### src/rtl/dff_toggle_monitor_if.sv
// Record drain port of dff_toggle_monitor: a valid/ready view of the FIFO head.
// The master side, the monitor, drives the head record; the slave side drives ready.
interface dff_toggle_monitor_if #(
    parameter int CNT_W = 16
);
    logic             out_valid;
    logic             out_ready;
    logic             out_level;
    logic [CNT_W-1:0] out_len;

    modport master (
        output out_valid,
        output out_level,
        output out_len,
        input  out_ready
    );

    modport slave (
        input  out_valid,
        input  out_level,
        input  out_len,
        output out_ready
    );
endinterface

### src/rtl/dff_toggle_monitor.sv
// Samples a 1-bit signal each clock and queues one (level, run-length) record per transition.
// Define DFF_MON_SYNC_EN to put a two-flop synchronizer in front of the sampling logic.
//
// state    | meaning
// ST_IDLE  | disabled or just reset; the next enabled edge loads a fresh run
// ST_ARMED | tracking a run of level d_q, length run_q
module dff_toggle_monitor #(
    parameter int CNT_W = 16,
    parameter int DEPTH = 8
) (
    input  logic                   clk,
    input  logic                   rst,
    input  logic                   d_in_i,
    input  logic                   en_i,
    dff_toggle_monitor_if.master   out_if,
    output logic [$clog2(DEPTH):0] count_o,
    output logic                   full_o,
    output logic                   overflow_o
);
    localparam int                AW       = $clog2(DEPTH);
    localparam logic [CNT_W-1:0]  RUN_MAX  = {CNT_W{1'b1}};
    localparam logic [CNT_W-1:0]  RUN_ONE  = CNT_W'(1);
    localparam logic [AW:0]       FULL_CNT = (AW + 1)'(DEPTH);
    localparam logic [AW:0]       PTR_ONE  = (AW + 1)'(1);

    typedef enum logic {
        ST_IDLE  = 1'b0,
        ST_ARMED = 1'b1
    } state_t;

    state_t           state_q;
    logic             d_q;
    logic [CNT_W-1:0] run_q;

    logic [CNT_W:0]   mem_q [DEPTH];
    logic [AW:0]      wptr_q;
    logic [AW:0]      rptr_q;
    logic             ovf_q;

    logic             d_s;
    logic             push;
    logic             pop;
    logic             wr_en;
    logic [CNT_W:0]   head;

`ifdef DFF_MON_SYNC_EN
    logic [1:0] sync_q;

    always_ff @(posedge clk) begin
        if (rst) begin
            sync_q <= 2'b00;
        end else begin
            sync_q <= {sync_q[0], d_in_i};
        end
    end

    assign d_s = sync_q[1];
`else
    assign d_s = d_in_i;
`endif

    // Run tracker; dropping enable disarms so the interrupted run is never reported.
    always_ff @(posedge clk) begin
        if (rst) begin
            state_q <= ST_IDLE;
            d_q     <= 1'b0;
            run_q   <= '0;
        end else if (!en_i) begin
            state_q <= ST_IDLE;
        end else begin
            case (state_q)
                ST_IDLE: begin
                    d_q     <= d_s;
                    run_q   <= RUN_ONE;
                    state_q <= ST_ARMED;
                end
                ST_ARMED: begin
                    if (d_s != d_q) begin
                        d_q   <= d_s;
                        run_q <= RUN_ONE;
                    end else if (run_q != RUN_MAX) begin
                        run_q <= run_q + RUN_ONE;
                    end
                end
                default: state_q <= ST_IDLE;
            endcase
        end
    end

    assign push  = en_i && (state_q == ST_ARMED) && (d_s != d_q);
    assign pop   = out_if.out_valid && out_if.out_ready;
    // A pop on the same edge frees the slot, so a push into a full FIFO still lands.
    assign wr_en = push && (!full_o || pop);

    always_ff @(posedge clk) begin
        if (rst) begin
            wptr_q <= '0;
            rptr_q <= '0;
            ovf_q  <= 1'b0;
        end else begin
            if (wr_en) begin
                wptr_q <= wptr_q + PTR_ONE;
            end
            if (pop) begin
                rptr_q <= rptr_q + PTR_ONE;
            end
            if (push && full_o && !pop) begin
                ovf_q <= 1'b1;
            end
        end
    end

    always_ff @(posedge clk) begin
        if (wr_en) begin
            mem_q[wptr_q[AW-1:0]] <= {d_q, run_q};
        end
    end

    assign count_o    = wptr_q - rptr_q;
    assign full_o     = (count_o == FULL_CNT);
    assign overflow_o = ovf_q;

    assign head             = mem_q[rptr_q[AW-1:0]];
    assign out_if.out_valid = (count_o != '0);
    assign out_if.out_level = out_if.out_valid ? head[CNT_W] : 1'b0;
    assign out_if.out_len   = out_if.out_valid ? head[CNT_W-1:0] : '0;

endmodule

### src/flat_wrapper.sv
// flat-port wrapper written by rule: the top's interface ports become plain ports
module dff_toggle_monitor_flat 
#(
    parameter int CNT_W = 16,
    parameter int DEPTH = 8
)
  (clk, rst, d_in_i, en_i, count_o, full_o, overflow_o, out_if_out_valid, out_if_out_level, out_if_out_len, out_if_out_ready);
  dff_toggle_monitor_if #(.CNT_W(CNT_W)) out_if_i ();
  input  logic clk;
  input  logic rst;
  input  logic d_in_i;
  input  logic en_i;
  output logic [$clog2(DEPTH):0] count_o;
  output logic full_o;
  output logic overflow_o;
  output wire logic [$bits(out_if_i.out_valid)-1:0] out_if_out_valid;
  output wire logic [$bits(out_if_i.out_level)-1:0] out_if_out_level;
  output wire logic [$bits(out_if_i.out_len)-1:0] out_if_out_len;
  input wire logic [$bits(out_if_i.out_ready)-1:0] out_if_out_ready;
  assign out_if_out_valid = out_if_i.out_valid;
  assign out_if_out_level = out_if_i.out_level;
  assign out_if_out_len = out_if_i.out_len;
  assign out_if_i.out_ready = out_if_out_ready;
  dff_toggle_monitor #(.CNT_W(CNT_W), .DEPTH(DEPTH)) u_core (.clk(clk), .rst(rst), .d_in_i(d_in_i), .en_i(en_i), .out_if(out_if_i), .count_o(count_o), .full_o(full_o), .overflow_o(overflow_o));
endmodule
### config.mk
export PLATFORM = sky130hd
export DESIGN_NAME = dff_toggle_monitor_flat
export DESIGN_NICKNAME = d
export VERILOG_FILES = /design/src/rtl/dff_toggle_monitor_if.sv /design/src/rtl/dff_toggle_monitor.sv /design/src/flat_wrapper.sv
export SDC_FILE = /design/constraint.sdc
export NUM_CORES = 1
export LEC_CHECK = 0
export CAP_MARGIN = 0
export CORE_ASPECT_RATIO = 1.25
export CORE_MARGIN = 5
export CORE_UTILIZATION = 60
export CTS_CLUSTER_DIAMETER = 80
export DETAILED_ROUTE_END_ITERATION = 7
export GPL_TIMING_DRIVEN = 1
export PLACE_DENSITY = 0.75
export SYNTH_ARGS = -nofsm -noshare
export SYNTH_HDL_FRONTEND = slang
export SYNTH_SLANG_ARGS = --single-unit
export TNS_END_PERCENT = 5
### constraint.sdc
create_clock -name clk -period 5.15 [get_ports clk]
set_input_delay 1.2875 -clock clk [delete_from_list [all_inputs] [get_ports clk]]
set_output_delay 1.2875 -clock clk [all_outputs]
set_load 0.005 [all_outputs]
==> impl_metrics.yaml, run 1 <==
outcome:
  status: "finished clean"
die:
  die_h_um: 129
  fp-row-count: 43
  initial_core_util_pct: 61.3
  coreArea_um2: 11100
  die_w_um: 105
  ios: 29
  design.die.area_um2: 13600
yosys:
  synth.avg_cell_area_um2: 16.8
  syn_nets: 419
  netlist_area_um2: 6820
  synth-seq-cells: 166
  synth_edf_count: 136
  synthArstFlopShare_pct: 0
  yosysWarnings: 0
  synth.cells.most_frequent: "edfxtp_1 (136), mux4_2 (34), dfxtp_1 (30), nor2_1 (30), mux2i_1 (19)"
  ys_seq_area_share_pct: 68.7
  synth_top_cells_by_area: "edfxtp_1 (60%), mux4_2 (11%), dfxtp_1 (8.8%)"
  ys_types: 61
  ys.flop_type: "edfxtp_1"
  synthMostInstantiatedCell: "edfxtp_1"
  syn_inst: 407
  yosysTopAreaCellShare_pct: 59.9
  synth_area_leader_cell: "edfxtp_1"
clock_tree:
  cts_setup_buffers: 0
  root_buffer: "clkbuf_16"
  cts_buffers: 17
  cts_buffer_depth: 2
  clk_latency_ns: 0.42
  cts_hold_buf: 0
  numClockSinks: 166
  clk_pin_slew_ns: 0.06
  cts_tree: "built"
  htree_num_levels: 4
  cts_resized: 0
critical_path:
  crit_top_cell: "inv_1"
  startpoint_type: "flip-flop"
  crit_chain: "inv_1, ha_1, inv_1, fa_1, or3_1, a21oi_2, buf_4, nor2_1, clkdlybuf4s50_1"
  critPathSlowestCell: "dfxtp_1"
  worstPathArrival_ns: 3.27
  crit_buf_inv: 4
  critPathMaxStageDelay_ns: 0.49
  critPathCaptureType: "primary output"
  required_ns: 3.86
  critPathTopFamily: "buffers and inverters"
  path_max_fanout: 25
  worstSetupPathType: "reg2out"
  r2r_slack_ns: 1.87
timing:
  tightest_slew_ns: 0.723
  post-route-min-period_ns: 4.56
  timing_hold_violations_final: 0
  slew_headroom_pct: 51.6
  timing.fmax_ghz: 0.219
  fin_skew_ns: 0.00750
  timing.final.crit_share_pct: 88.5
  slew_violations: 0
  finalSetupTns_ns: 0
  rsz0062_at_grt: "no"
  setup_viol: 0
placement:
  globalplace.congestion: 0.797
  portBuffers: 28
  dpl.hpwl_um: 7600
layout:
  fillCellCount: 715
  final_util_pct: 70.8
  nets: 462
  syn2layout_area_growth_pct: 15.6
  num_antenna_cells: 0
  drive_above_1_share_pct: 20.5
global_route:
  grt_usage_pct: 21.0
  grt_pass1_wl_um: 21200
  gr-total-overflow: 0
  grt_max_degree: 35
  antenna_found_initial: 0
  first_global_vias: 3790
drt:
  route.detailed.drc: 0
  routed_wl_um: 13200
  vias_per_cell: 6.31
  first_pass_iters: 5
  routed-via-count: 3774
  routedWlPerCell_um: 22.1
  drtIter0Drc: 329
  antenna_left: 0
flow_run:
  max_cap_violations: 0
pwr:
  switching_share_pct: 25.6
  combPwrFrac_pct: 25.1
  p_switching_uw: 904
  p_leak_nw: 2.46
  fin_total_pwr_mw: 3.53
  cell_internal_pwr_mw: 2.63
  clockPowerShare_pct: 33.2
  seq_power_share_pct: 41.7
  power_density_nw_per_um2: 448
  ir_drop_uv: 550
hold_path:
  holdCritPathClass: "reg2reg"
## worst min-delay path: stages (launching register included)
cell and delay (ns):
dfxtp_1 0.31, inv_1 0.05, a21oi_1 0.05
## registers in the layout, summed over array words and instances, names as in the netlist, named ones only
name,flops
u_core.state_q,1
u_core.overflow_o,1
u_core.d_q,1
u_core.rptr_q,4
u_core.wptr_q,4
u_core.run_q,16
u_core.mem_q,136
## routing by layer
metal / vias up / global-route usage, % / wire length, um
met5: - / 0 / 0
met4: 0 / 6.95 / 247
met3: 19 / 4.83 / 818
li1: 1705 / - / -
met1: 1911 / 26.7 / 5220
met2: 139 / 36.0 / 6960
## logic make-up after synthesis
family          count (synthesis)  share of synthesized area [%]
compound gates                 40                           3.98
buf+inv                        28                           1.89
mux                            57                           14.7
fa+ha+maj                       7                           1.39
flops                         166                           68.7
xor+xnor                        5                          0.642
simple gates                  104                           8.77
## cell type report
cell class	count	area [um2]	share of cell area [%]
multi-input combinational	213	2050	26.0
tap	135	169	2.14
sequential	166	4690	59.4
clock inverter	15	133	1.68
timing repair buffer	42	385	4.89
clock buffer	17	425	5.39
inverter	10	37.5	0.476
## cell usage in the layout (no fill, tap or decap), drive strengths merged, types with 3 or more instances in the layout
cell / n
dfxtp: 30
nor3: 4
edfxtp: 136
or3: 9
inv: 12
or4: 4
mux4: 34
nand3: 8
clkinv: 8
ha: 6
mux2: 4
o21ai: 9
nor2: 30
nand2b: 3
buf: 14
nand2: 14
and2: 3
xnor2: 4
clkdlybuf4s50: 28
clkbuf: 17
mux2i: 19
nor4: 4
a211oi: 3
o31ai: 3
nand4: 4
nor2b: 6
clkinvlp: 4
and3: 3
a21oi: 12
## power by group through the flow
stage	combinational, mW	clock (mW)	sequential, mW
after global placement	0.885	0	1.50
after detailed placement	0.894	0	1.50
final	0.887	1.17	1.47
after global routing	0.968	1.26	1.47
after CTS	0.905	1.19	1.47
after floorplan	0.525	0	1.49
## per-stage QoR
stage | hold slack [ns] | instance area, um2 | std cells | setup slack, ns
finish | 0.450 | 7890 | 598 | 0.591
global route | 0.489 | 7890 | 598 | 0.348
CTS | 0.454 | 7890 | 598 | 0.576
detailed placement | 0.444 | 7330 | 566 | 1.03
global placement | 0.436 | 7330 | 566 | 1.12
floorplan | 0.442 | 6820 | 407 | 0.889
## worst paths after layout
check	startpoint	endpoint	cells after the start
worst max-delay path	u_core.wptr_q[0]$_SDFFE_PP0P_	out_if_out_len[6]	9
worst min-delay path	u_core.overflow_o$_SDFFE_PP0P_	u_core.overflow_o$_SDFFE_PP0P_	2
worst min register to register	u_core.overflow_o$_SDFFE_PP0P_	u_core.overflow_o$_SDFFE_PP0P_	2
worst max register to register	u_core.wptr_q[0]$_SDFFE_PP0P_	u_core.wptr_q[3]$_SDFFE_PP0P_	10
(Power assumes the default switching activity.)
==> run 2, diff against run 1 <==
--- a/config.mk
+++ b/config.mk
@@ -5,14 +5,15 @@
 export SDC_FILE = /design/constraint.sdc
 export NUM_CORES = 1
 export LEC_CHECK = 0
+export ABC_AREA = 1
 export CAP_MARGIN = 0
 export CORE_ASPECT_RATIO = 1.25
 export CORE_MARGIN = 5
-export CORE_UTILIZATION = 60
+export CORE_UTILIZATION = 31
 export CTS_CLUSTER_DIAMETER = 80
 export DETAILED_ROUTE_END_ITERATION = 7
 export GPL_TIMING_DRIVEN = 1
-export PLACE_DENSITY = 0.75
+export PLACE_DENSITY = 0.53
 export SYNTH_ARGS = -nofsm -noshare
 export SYNTH_HDL_FRONTEND = slang
 export SYNTH_SLANG_ARGS = --single-unit
==> impl_metrics.yaml, run 2 <==
drt:
  drtIter0Drc: 272
  routed_wl_um: 15700
  antenna_left: 0
  route.detailed.drc: 0
  first_pass_iters: 4
  routedWlPerCell_um: 16.0
  vias_per_cell: 4.81
  routed-via-count: 4734
yosys:
  synth_area_leader_cell: "edfxtp_1"
  ys_types: 41
  yosysTopAreaCellShare_pct: 57.0
  synth-seq-cells: 166
  yosysWarnings: 0
  synth_edf_count: 136
  synth.cells.most_frequent: "nand2_1 (181), edfxtp_1 (136), nor2_1 (61)"
  synth_top_cells_by_area: "edfxtp_1 (57%), nand2_1 (9.5%), dfxtp_1 (8.4%)"
  syn_nets: 667
  ys_seq_area_share_pct: 65.3
  synth.avg_cell_area_um2: 10.9
  netlist_area_um2: 7170
  synthArstFlopShare_pct: 0
  syn_inst: 655
  synthMostInstantiatedCell: "nand2_1"
  ys.flop_type: "edfxtp_1"
placement:
  globalplace.congestion: 0.757
  portBuffers: 28
  dpl.hpwl_um: 10200
  dpl_cell_area_um2: 7770
layout:
  seqCellArea_um2: 4690
  syn2layout_area_growth_pct: 16.6
  fillCellCount: 2215
  nets: 696
  num_antenna_cells: 0
  design_area_um2: 8360
  largest_register_ffs: 136
  multi_input_area_um2: 2180
  drive_above_1_share_pct: 12.8
  mostFrequentLayoutCells: "nand2_1 (181), edfxtp_1 (136), nor2_1 (53), a21oi_1 (45), inv_1 (34)"
  mostFrequentLayoutCell: "nand2_1"
global_route:
  grt_usage_pct: 12.4
  gr-total-overflow: 0
  antenna_found_initial: 0
  first_global_vias: 4782
  grt_pass1_wl_um: 25500
  grt_max_degree: 69
clock_tree:
  htree_num_levels: 4
  cts_tree: "built"
  cts_buffer_depth: 2
  cts_buffers: 17
  clk_pin_slew_ns: 0.06
  clk_latency_ns: 0.43
  root_buffer: "clkbuf_16"
  cts_hold_buf: 0
  numClockSinks: 166
  cts_resized: 0
  cts_setup_buffers: 0
critical_path:
  worstSetupPathType: "reg2out"
  crit_top_cell: "inv_1"
  startpoint_type: "flip-flop"
  required_ns: 3.86
  crit_chain: "inv_1, ha_1, inv_1, fa_1, or2_1, nor2_4, nand2_8, inv_6, nor2_1, clkdlybuf4s50_1"
  worstPathArrival_ns: 2.93
  critPathSlowestCell: "clkdlybuf4s50_1"
  critPathCaptureType: "primary output"
  critPathMaxStageDelay_ns: 0.45
  path_max_fanout: 17
die:
  coreArea_um2: 22900
  initial_core_util_pct: 31.3
  ios: 29
  fp-row-count: 62
  die_w_um: 146
  design.die.area_um2: 26300
  die_h_um: 180
timing:
  slew_headroom_pct: 24.0
  slew_violations: 0
  finalSetupTns_ns: 0
  rsz0062_at_grt: "no"
  fin_skew_ns: 0.00869
  tightest_slew_ns: 1.14
  timing.final.crit_share_pct: 81.8
  timing_hold_violations_final: 0
  setup_viol: 0
  timing.fmax_ghz: 0.237
  post-route-min-period_ns: 4.21
pwr:
  fin_total_pwr_mw: 3.38
  ir_drop_uv: 244
  power_density_nw_per_um2: 405
  p_leak_nw: 2.91
hold_path:
  holdCritPathClass: "reg2reg"
outcome:
  status: "finished clean"
flow_run:
  max_cap_violations: 0
## run 2: changes by cell type after synthesis, sizes merged, moves of 19 or more
| cell | change |
|---|---|
| inv | +31 |
| nor2 | +38 |
| mux2i | -19 |
| mux4 | -34 |
| a21oi | +34 |
| nand2 | +178 |
## run 2: path summary, 6_finish.rpt
kind / cells after the start / slack [ns] / start / endpoint
worst min-delay path: 2 / 0.46 / u_core.overflow_o$_SDFFE_PP0P_ / u_core.overflow_o$_SDFFE_PP0P_
worst min register to register: 2 / 0.46 / u_core.overflow_o$_SDFFE_PP0P_ / u_core.overflow_o$_SDFFE_PP0P_
worst max-delay path: 10 / 0.94 / u_core.wptr_q[0]$_SDFFE_PP0P_ / out_if_out_len[11]
worst max register to register: 9 / 2.25 / u_core.wptr_q[0]$_SDFFE_PP0P_ / u_core.mem_q[7][14]$_DFFE_PP_
## run 2: final cells by class
type,instances,share of cell area [%]
sequential,166,56.1
clock buffer,22,5.93
inverter,42,1.98
multi-input combinational,416,26.1
tap,288,4.31
clock inverter,10,1.14
timing repair buffer,41,4.52
## run 2: kinds of logic after synthesis
family | Yosys count | synth area share (%)
buf+inv | 73 | 4.54
flops | 166 | 65.3
compound gates | 106 | 9.74
xor+xnor | 7 | 0.855
fa+ha+maj | 7 | 1.33
simple gates | 296 | 18.2
## run 2: power by group
| part | internal (mW) | switching (mW) |
|---|---|---|
| sequential | 1.45 | 0.0465 |
| clock | 0.733 | 0.514 |
| combinational | 0.302 | 0.337 |
| total | 2.49 | 0.897 |
## run 2: per-stage QoR
step / std cells / setup WS, ns / hold WS (ns) / util [%]
floorplan: 655 / 1.92 / 0.447 / -
global placement: 953 / 1.30 / 0.438 / 34.0
detailed placement: 953 / 1.27 / 0.451 / 34.0
CTS: 985 / 0.884 / 0.459 / 36.5
global route: 985 / 0.695 / 0.508 / 36.5
finish: 985 / 0.937 / 0.457 / 36.5
## run 2: layer usage
layer | vias up | part of all wire [%] | global-route usage [%]
met1 | 2315 | 43 | 14.6
met5 | - | 0 | 0
li1 | 2340 | - | -
met4 | 0 | 2.3 | 5.05
met2 | 57 | 52 | 21.9
met3 | 22 | 2.7 | 2.59
## run 2: worst max-delay path: cells and delay by family, from the launching register on
| kind | cells | cell delay [ns] |
|---|---|---|
| buffers and inverters | 4 | 0.81 |
| and+or+nand+nor | 4 | 0.66 |
| adders and majority gates | 2 | 0.59 |
| DFF | 1 | 0.42 |
==> run 3, diff against run 2 <==
==> constraint.sdc (replaced) <==
create_clock -name clk -period 4.2 [get_ports clk]
set_input_delay 1.05 -clock clk [delete_from_list [all_inputs] [get_ports clk]]
set_output_delay 1.05 -clock clk [all_outputs]
set_load 0.005 [all_outputs]
==> impl_metrics.yaml, run 3 (synthesis results as in run 2) <==
clock_tree:
  cts_setup_buffers: 0
  clk_latency_ns: 0.42
  numClockSinks: 166
  cts_tree: "built"
  clk_pin_slew_ns: 0.06
  cts_resized: 0
  root_buffer: "clkbuf_16"
  cts_hold_buf: 0
  cts_buffers: 17
  htree_num_levels: 4
  cts_buffer_depth: 2
pwr:
  power_density_nw_per_um2: 486
  ir_drop_uv: 354
  combPwrFrac_pct: 19.5
  seq_power_share_pct: 44.6
  p_switching_mw: 1.10
  switching_share_pct: 27.0
  cell_internal_pwr_mw: 2.96
  clockPowerShare_pct: 36.0
  p_leak_nw: 2.92
die:
  initial_core_util_pct: 31.3
  ios: 29
  fp-row-count: 62
  die_w_um: 146
  die_h_um: 180
  coreArea_um2: 22900
  design.die.area_um2: 26300
global_route:
  grt_pass1_wl_um: 25400
  grt_usage_pct: 12.2
  grt_max_degree: 69
  gr-total-overflow: 0
  antenna_found_initial: 0
  first_global_vias: 4766
timing:
  fin_hold_ws_ns: 0.453
  timing_hold_violations_final: 0
  rsz0062_at_grt: "no"
  setup_viol: 0
  fin_skew_ns: 0.00911
  post-route-worst-setup-slack_ns: 0.269
  timing.final.crit_share_pct: 93.6
  slew_violations: 0
  finalSetupTns_ns: 0
  tightest_slew_ns: 0.733
  slew_headroom_pct: 51.1
  post-route-min-period_ns: 3.93
  timing.fmax_ghz: 0.254
drt:
  met2_length_um: 8020
  route.detailed.drc: 0
  vias_per_cell: 4.75
  routed-via-count: 4688
  first_pass_iters: 4
  wl_met1_um: 6730
  antenna_left: 0
  routed_wl_um: 15500
  routedWlPerCell_um: 15.7
  met3_length_um: 454
  top_layer: "met4"
  drtIter0Drc: 376
critical_path:
  worstPathArrival_ns: 2.88
  critPathCaptureType: "primary output"
  path_max_fanout: 17
  required_ns: 3.15
  r2r_slack_ns: 1.55
  startpoint_type: "flip-flop"
  crit_top_cell: "inv_1"
  crit_buf_inv: 4
  critPathTopFamily: "buffers and inverters"
  crit_chain: "inv_1, ha_1, inv_1, fa_1, or2_1, nor2_4, nand2_8, inv_6, nor2_1, clkdlybuf4s50_1"
  worstSetupPathType: "reg2out"
  regToRegStartpoint: "u_core.wptr_q[0]$_SDFFE_PP0P_"
  critPathSlowestCell: "clkdlybuf4s50_1"
  critPathMaxStageDelay_ns: 0.45
  crit_path_start: "u_core.wptr_q[0]$_SDFFE_PP0P_"
layout:
  multi_input_area_um2: 2180
  largest_register_ffs: 136
  nets: 697
  mostFrequentLayoutCells: "nand2_1 (181), edfxtp_1 (136), nor2_1 (53), a21oi_1 (45), inv_1 (34)"
  drive_above_1_share_pct: 12.8
  final_util_pct: 36.5
  seqCellArea_um2: 4690
  fillCellCount: 2202
  num_antenna_cells: 0
  mostFrequentLayoutCell: "nand2_1"
  syn2layout_area_growth_pct: 16.4
placement:
  place_ws_ns: 0.662
  globalplace.congestion: 0.736
  portBuffers: 28
  dpl.hpwl_um: 9710
outcome:
  status: "finished clean"
hold_path:
  hp-start: "u_core.overflow_o$_SDFFE_PP0P_"
  holdCritPathClass: "reg2reg"
flow_run:
  max_cap_violations: 0
[run 3: worst reg2reg max path, stage by stage (launching register included)]
cell and delay, ns:
dfxtp_1 0.41, inv_1 0.09, ha_1 0.18, inv_1 0.09, fa_1 0.41, or2_1 0.27, nor2_4 0.22, nand3_4 0.13
nand2_2 0.12, inv_2 0.06, nand2_2 0.12, nor2_2 0.04, buf_4 0.22
[run 3: power groups by stage]
stage	sequential (mW)	clock, mW	combinational [mW]
2_1_floorplan	1.83	0	0.502
3_3_place_gp	1.85	0	0.810
3_5_place_dp	1.85	0	0.811
4_1_cts	1.81	1.49	0.814
5_1_grt	1.81	1.56	0.875
6_report	1.81	1.46	0.790
[run 3: final cells by class]
cell class	count	share of cell area, %
inverters	42	1.98
flip-flops and latches	166	56.1
multi-input cells	416	26.1
clock buffers	18	5.14
clock inverters	14	1.53
repair buffers	42	4.77
well taps	288	4.32
[run 3: per-stage QoR]
step	power [mW]	cells	cell area, um2
2_1_floorplan	2.33	655	7170
3_3_place_gp	2.66	954	7790
3_5_place_dp	2.66	954	7790
4_1_cts	4.12	986	8350
5_1_grt	4.25	986	8350
6_report	4.06	986	8350
[run 3: path summary, 6_finish.rpt]
kind,end,cells after the start
setup / recovery,out_if_out_len[7],10
hold / removal,u_core.overflow_o$_SDFFE_PP0P_,2
setup reg to reg,u_core.mem_q[0][9]$_DFFE_PP_,12
hold reg to reg,u_core.overflow_o$_SDFFE_PP0P_,2
[run 3: metal layers]
layer / GRT usage, % / up-vias
met5: 0 / -
met1: 14.3 / 2272
met2: 21.8 / 52
met3: 2.52 / 20
li1: - / 2344
met4: 4.82 / 0
==> edit 1, RTL diff (config.mk and constraints of run 2) <==
`DEPTH` is set to 8 in 2 places; all go to 4.
--- a/src/rtl/dff_toggle_monitor.sv
+++ b/src/rtl/dff_toggle_monitor.sv
@@ -8,3 +8,3 @@
     parameter int CNT_W = 16,
-    parameter int DEPTH = 8
+    parameter int DEPTH = 4
 ) (
--- a/src/flat_wrapper.sv
+++ b/src/flat_wrapper.sv
@@ -4,3 +4,3 @@
     parameter int CNT_W = 16,
-    parameter int DEPTH = 8
+    parameter int DEPTH = 4
 )
Interface: changed (resized count_o); port bits go from 29 to 28. The function was not compared with the original's and may differ.
==> edit 1 against run 2 <==
Routed wire length down 43%. Sequential share of layout area fell by 5.6 points. Final cell count fell by 31%. Final area down 39%. Area after synthesis decreased by 39%. Combinational power rose by 17%. Clock skew fell by 4.8 ps. Setup slack got worse by 14 ps. Sequential cell count decreased by 71. Total power decreased by 33%. Largest cell class unchanged. Register-to-register slack better by 480 ps. Critical path type unchanged.
==> edit 1: results (changes against run 2) <==
* Largest net degree at the start of global routing at 35 (-49%)
* Seq cells post-synth at 95 (-43%)
* CP peak stage delay at 560 ps (+110 ps)
* Non-CTS buffers at 34 (-17%)
* Clock-cell share of area at 5.52% (-1.5 points)
* Drt via density at 4.51 (-6.1%)
* FILL cells at 1403 (-37%)
* R2r setup slk at 2730 ps (+480 ps)
* Yosys cell types at 29 (-29%)
* Register area at 2580 um^2 (-45%)
* Total Wirelength at 9040 um (-43%)
* Commonest cells post-synth: nor2_1, nand2_1, edfxtp_1
* CP max-delay cell: nand2_1
* Synth top area cells: edfxtp_1, dfxtp_1, nor2_1
* Post-layout util at 37.1% (+0.53 points)
* Final Wtd Congestion at 0.822 (+8.6%)
* Multi-input combinational area share at 28.6% (+2.5 points)
* First-pass GRT wire length at 15200 um (-40%)
* Max IR drop VDD at 220 uV (-9.9%)
* All-Layer GR Usage at 11.9% (-0.50 points)
* Met3 Use GR at 2.03% (-0.56 points)
* Nets at 510 (-27%)
* Synth Area in Compound Gates at 8.14% (-1.6 points)
* Syn Nets at 480 (-28%)
* M1 WL at 4070 um (-40%)
* Non-clk buf share at 6.30% (+1.8 points)
* Crit path to: out_if_out_len[7]
* Latest clock arrival within the worst-skew pair at 330 ps (-100 ps)
* DP Wirelength at 5980 um (-41%)
* Top delay family on crit path: simple AND/OR/NAND/NOR gates
* Worst flop-to-flop path startpoint: u_core.wptr_q[0]$_SDFFE_PP0P_
* Slew HR at 30.2% (+6.2 points)
* Sequential share of the synthesized area at 59.1% (-6.2 points)
* Root buffer cell: clkbuf_16
* Count of multi-input gates at 291 (-30%)
* Non-CTS inverters at 66 (+57%)
* Worst EP arrival at 2940 ps (about the same)
* Met3 Wirelength at 291 um (-32%)
* Port Buffer Count at 27 (-3.6%)
* Max FFs per register at 68 (-50%)
* Vias in the first global route at 2935 (-39%)
* Reg2Reg Depth at 11 (+2)
* Met1 Usage GRT at 14.9% (+0.23 points)
* Post-Synth XOR/XNOR Area at 0.401% (-0.45 points)
* Switching pwr at 0.000667 W (-26%)
* Synth Area in Adders at 2.46% (+1.1 points)
* Met2 GRT Util at 20.2% (-1.7 points)
* Clock buf count at 12 (-45%)
* Initial DRT Pass Iterations at 4 (unchanged)
* Status: complete, no violations
* LEAKAGE at 1.95 nW (-33%)
* Clk_skew at 3.84 ps (-4.85 ps)
* Max FO, Critical Path at 21 (+4)
* Metal2 WL at 4560 um (-44%)
* Depth of the CTS H-tree at 3 (-1)
* Iter 0 DRT Violations at 173 (-36%)
* Num CTS Buffers at 9 (-8)
* Longest Clk Path Bufs at 2 (unchanged)
* EDFF count, synth at 68 (-50%)
* DP Area at 4840 um^2 (-38%)
-- edit 1: power by group through the flow --
| stage | combinational (W) | sequential (W) | clock, W |
|---|---|---|---|
| after global routing | 0.000849 | 0.000888 | 0.000684 |
| after floorplan | 0.000416 | 0.000866 | 0 |
| after global placement | 0.000759 | 0.000900 | 0 |
| final | 0.000747 | 0.000881 | 0.000634 |
| after detailed placement | 0.000771 | 0.000899 | 0 |
| after CTS | 0.000773 | 0.000883 | 0.000651 |
-- edit 1: cell families (layout without fill, tap and decap cells) --
kind of cell	Yosys count	after routing
buf+inv	81	116
xor+xnor	2	2
compound gates	54	54
fa+ha+maj	8	8
simple gates	227	227
flops	95	95
-- edit 1: per-stage QoR --
stage	setup WS, ps	hold WS [ps]	instances	total power, W
2_1_floorplan	2070	447	467	0.00128
3_3_place_gp	1320	438	661	0.00166
3_5_place_dp	1210	448	661	0.00167
4_1_cts	836	457	677	0.00231
5_1_grt	645	492	677	0.00242
6_report	923	451	677	0.00226
==> edit 2, RTL diff (config.mk and constraints of run 2) <==
Made on the original files. Register the output `out_if.out_level`, without a reset; this adds one clock of latency there.
--- a/src/rtl/dff_toggle_monitor.sv
+++ b/src/rtl/dff_toggle_monitor.sv
@@ -124,3 +124,5 @@
     assign out_if.out_valid = (count_o != '0);
-    assign out_if.out_level = out_if.out_valid ? head[CNT_W] : 1'b0;
+    always_ff @(posedge clk) begin
+        out_if.out_level <= out_if.out_valid ? head[CNT_W] : 1'b0;
+    end
     assign out_if.out_len   = out_if.out_valid ? head[CNT_W-1:0] : '0;
Formal check against the unedited RTL: not equivalent (Yosys sat finds a counterexample within 4 cycles, from zero or initial values and one cycle with rst high).
==> edit 2 against run 2 <==
First-iteration DRC count increased by 21%. Sequential cell count increased by 1. Highest routed layer unchanged. Setup slack worse by 160 ps. Total power is 6.3% higher. Final area grew 0.90%. Global-route usage is 0.24 points higher. Clock power grew 13%. Area after synthesis about the same. Routed wire length is 1.8% higher. Maximum frequency decreased by 3.7%. Die area hardly changed. Critical path depth shrank 1.
==> edit 2: results (changes against run 2) <==
* Met2 GRT Util at 23.9% (+1.9 points)
* Vias in the first global route at 4893 (+2.3%)
* Initial antenna violation count at 0 (unchanged)
* Synth Area in Adders at 1.33% (about the same)
* Longest Clk Path Bufs at 2 (unchanged)
* Yosys cell types at 40 (-2.4%)
* Max FO, Critical Path at 19 (+2)
* All-Layer GR Usage at 12.6% (+0.24 points)
* Post-Synth XOR/XNOR Area at 0.855% (about the same)
* Total Wirelength at 16000 um (+1.8%)
* Depth of the CTS H-tree at 4 (unchanged)
* Iter 0 DRT Violations at 329 (+21%)
* LEAKAGE at 3.16 nW (+8.4%)
* FILL cells at 2127 (-4.0%)
* Commonest cells post-synth: nand2_1, edfxtp_1, a21oi_1
* Max IR drop VDD at 211 uV (-13%)
* First-pass GRT wire length at 26000 um (+1.8%)
* ANT cells at 0 (unchanged)
* DP Wirelength at 9880 um (-2.9%)
* Share of post-route cells with drive strength above 1 at 10.6% (-2.2 points)
* M1 WL at 6640 um (-2.2%)
* Status: complete, no violations
* Nets at 680 (-2.3%)
* Met3 Use GR at 2.29% (-0.30 points)
* Dpl cells at 937 (-1.7%)
* Synth Area in Compound Gates at 11.9% (+2.1 points)
* Switching pwr at 0.000932 W (+3.9%)
* Fin cells at 968 (-1.7%)
* DP Worst Slack at 1170 ps (-100 ps)
* Clk_skew at 11.8 ps (+3.15 ps)
* Clock Power at 0.00141 W (+13%)
* Syn Nets at 649 (-2.7%)
* Synth top area cells: edfxtp_1, dfxtp_1, nand2_1
* Top delay family on crit path: simple AND/OR/NAND/NOR gates
* Sequential share of the synthesized area at 65.6% (+0.26 points)
* Metal2 WL at 8760 um (+7.3%)
* Clock power frac at 39.1% (+2.2 points)
* Met1 Usage GRT at 14.0% (-0.65 points)
* Met3 Wirelength at 327 um (-24%)
* Worst EP arrival at 3090 ps (+160 ps)
* Multiplexer area fraction after synthesis at 0% (unchanged)
* Slew HR at 31.5% (+7.5 points)
* DP Area at 7780 um^2 (about the same)
* Synth Instances at 637 (-2.7%)
* Latest clock arrival within the worst-skew pair at 420 ps
* Final Wtd Congestion at 0.748 (-1.1%)
* Drt via density at 4.85 (+0.92%)
==> edit 2: worst paths after layout <==
kind / start / to / slack [ps] / cells after the start
setup / recovery: u_core.wptr_q[0]$_SDFFE_PP0P_ / out_if_out_len[2] / 770 / 9
setup reg to reg: u_core.wptr_q[0]$_SDFFE_PP0P_ / u_core.mem_q[4][14]$_DFFE_PP_ / 2530 / 12
hold / removal: u_core.overflow_o$_SDFFE_PP0P_ / u_core.overflow_o$_SDFFE_PP0P_ / 450 / 2
hold reg to reg: u_core.overflow_o$_SDFFE_PP0P_ / u_core.overflow_o$_SDFFE_PP0P_ / 450 / 2
==> edit 2: cell type report <==
type                       count  area, um^2  share of cell area, %
multi-input combinational    393        2150                   25.5
sequential                   167        4710                   55.8
clock buffer                  17         425                   5.04
tap                          288         360                   4.27
clock inverter                14         235                   2.79
timing repair buffer          42         385                   4.57
inverter                      47         176                   2.09
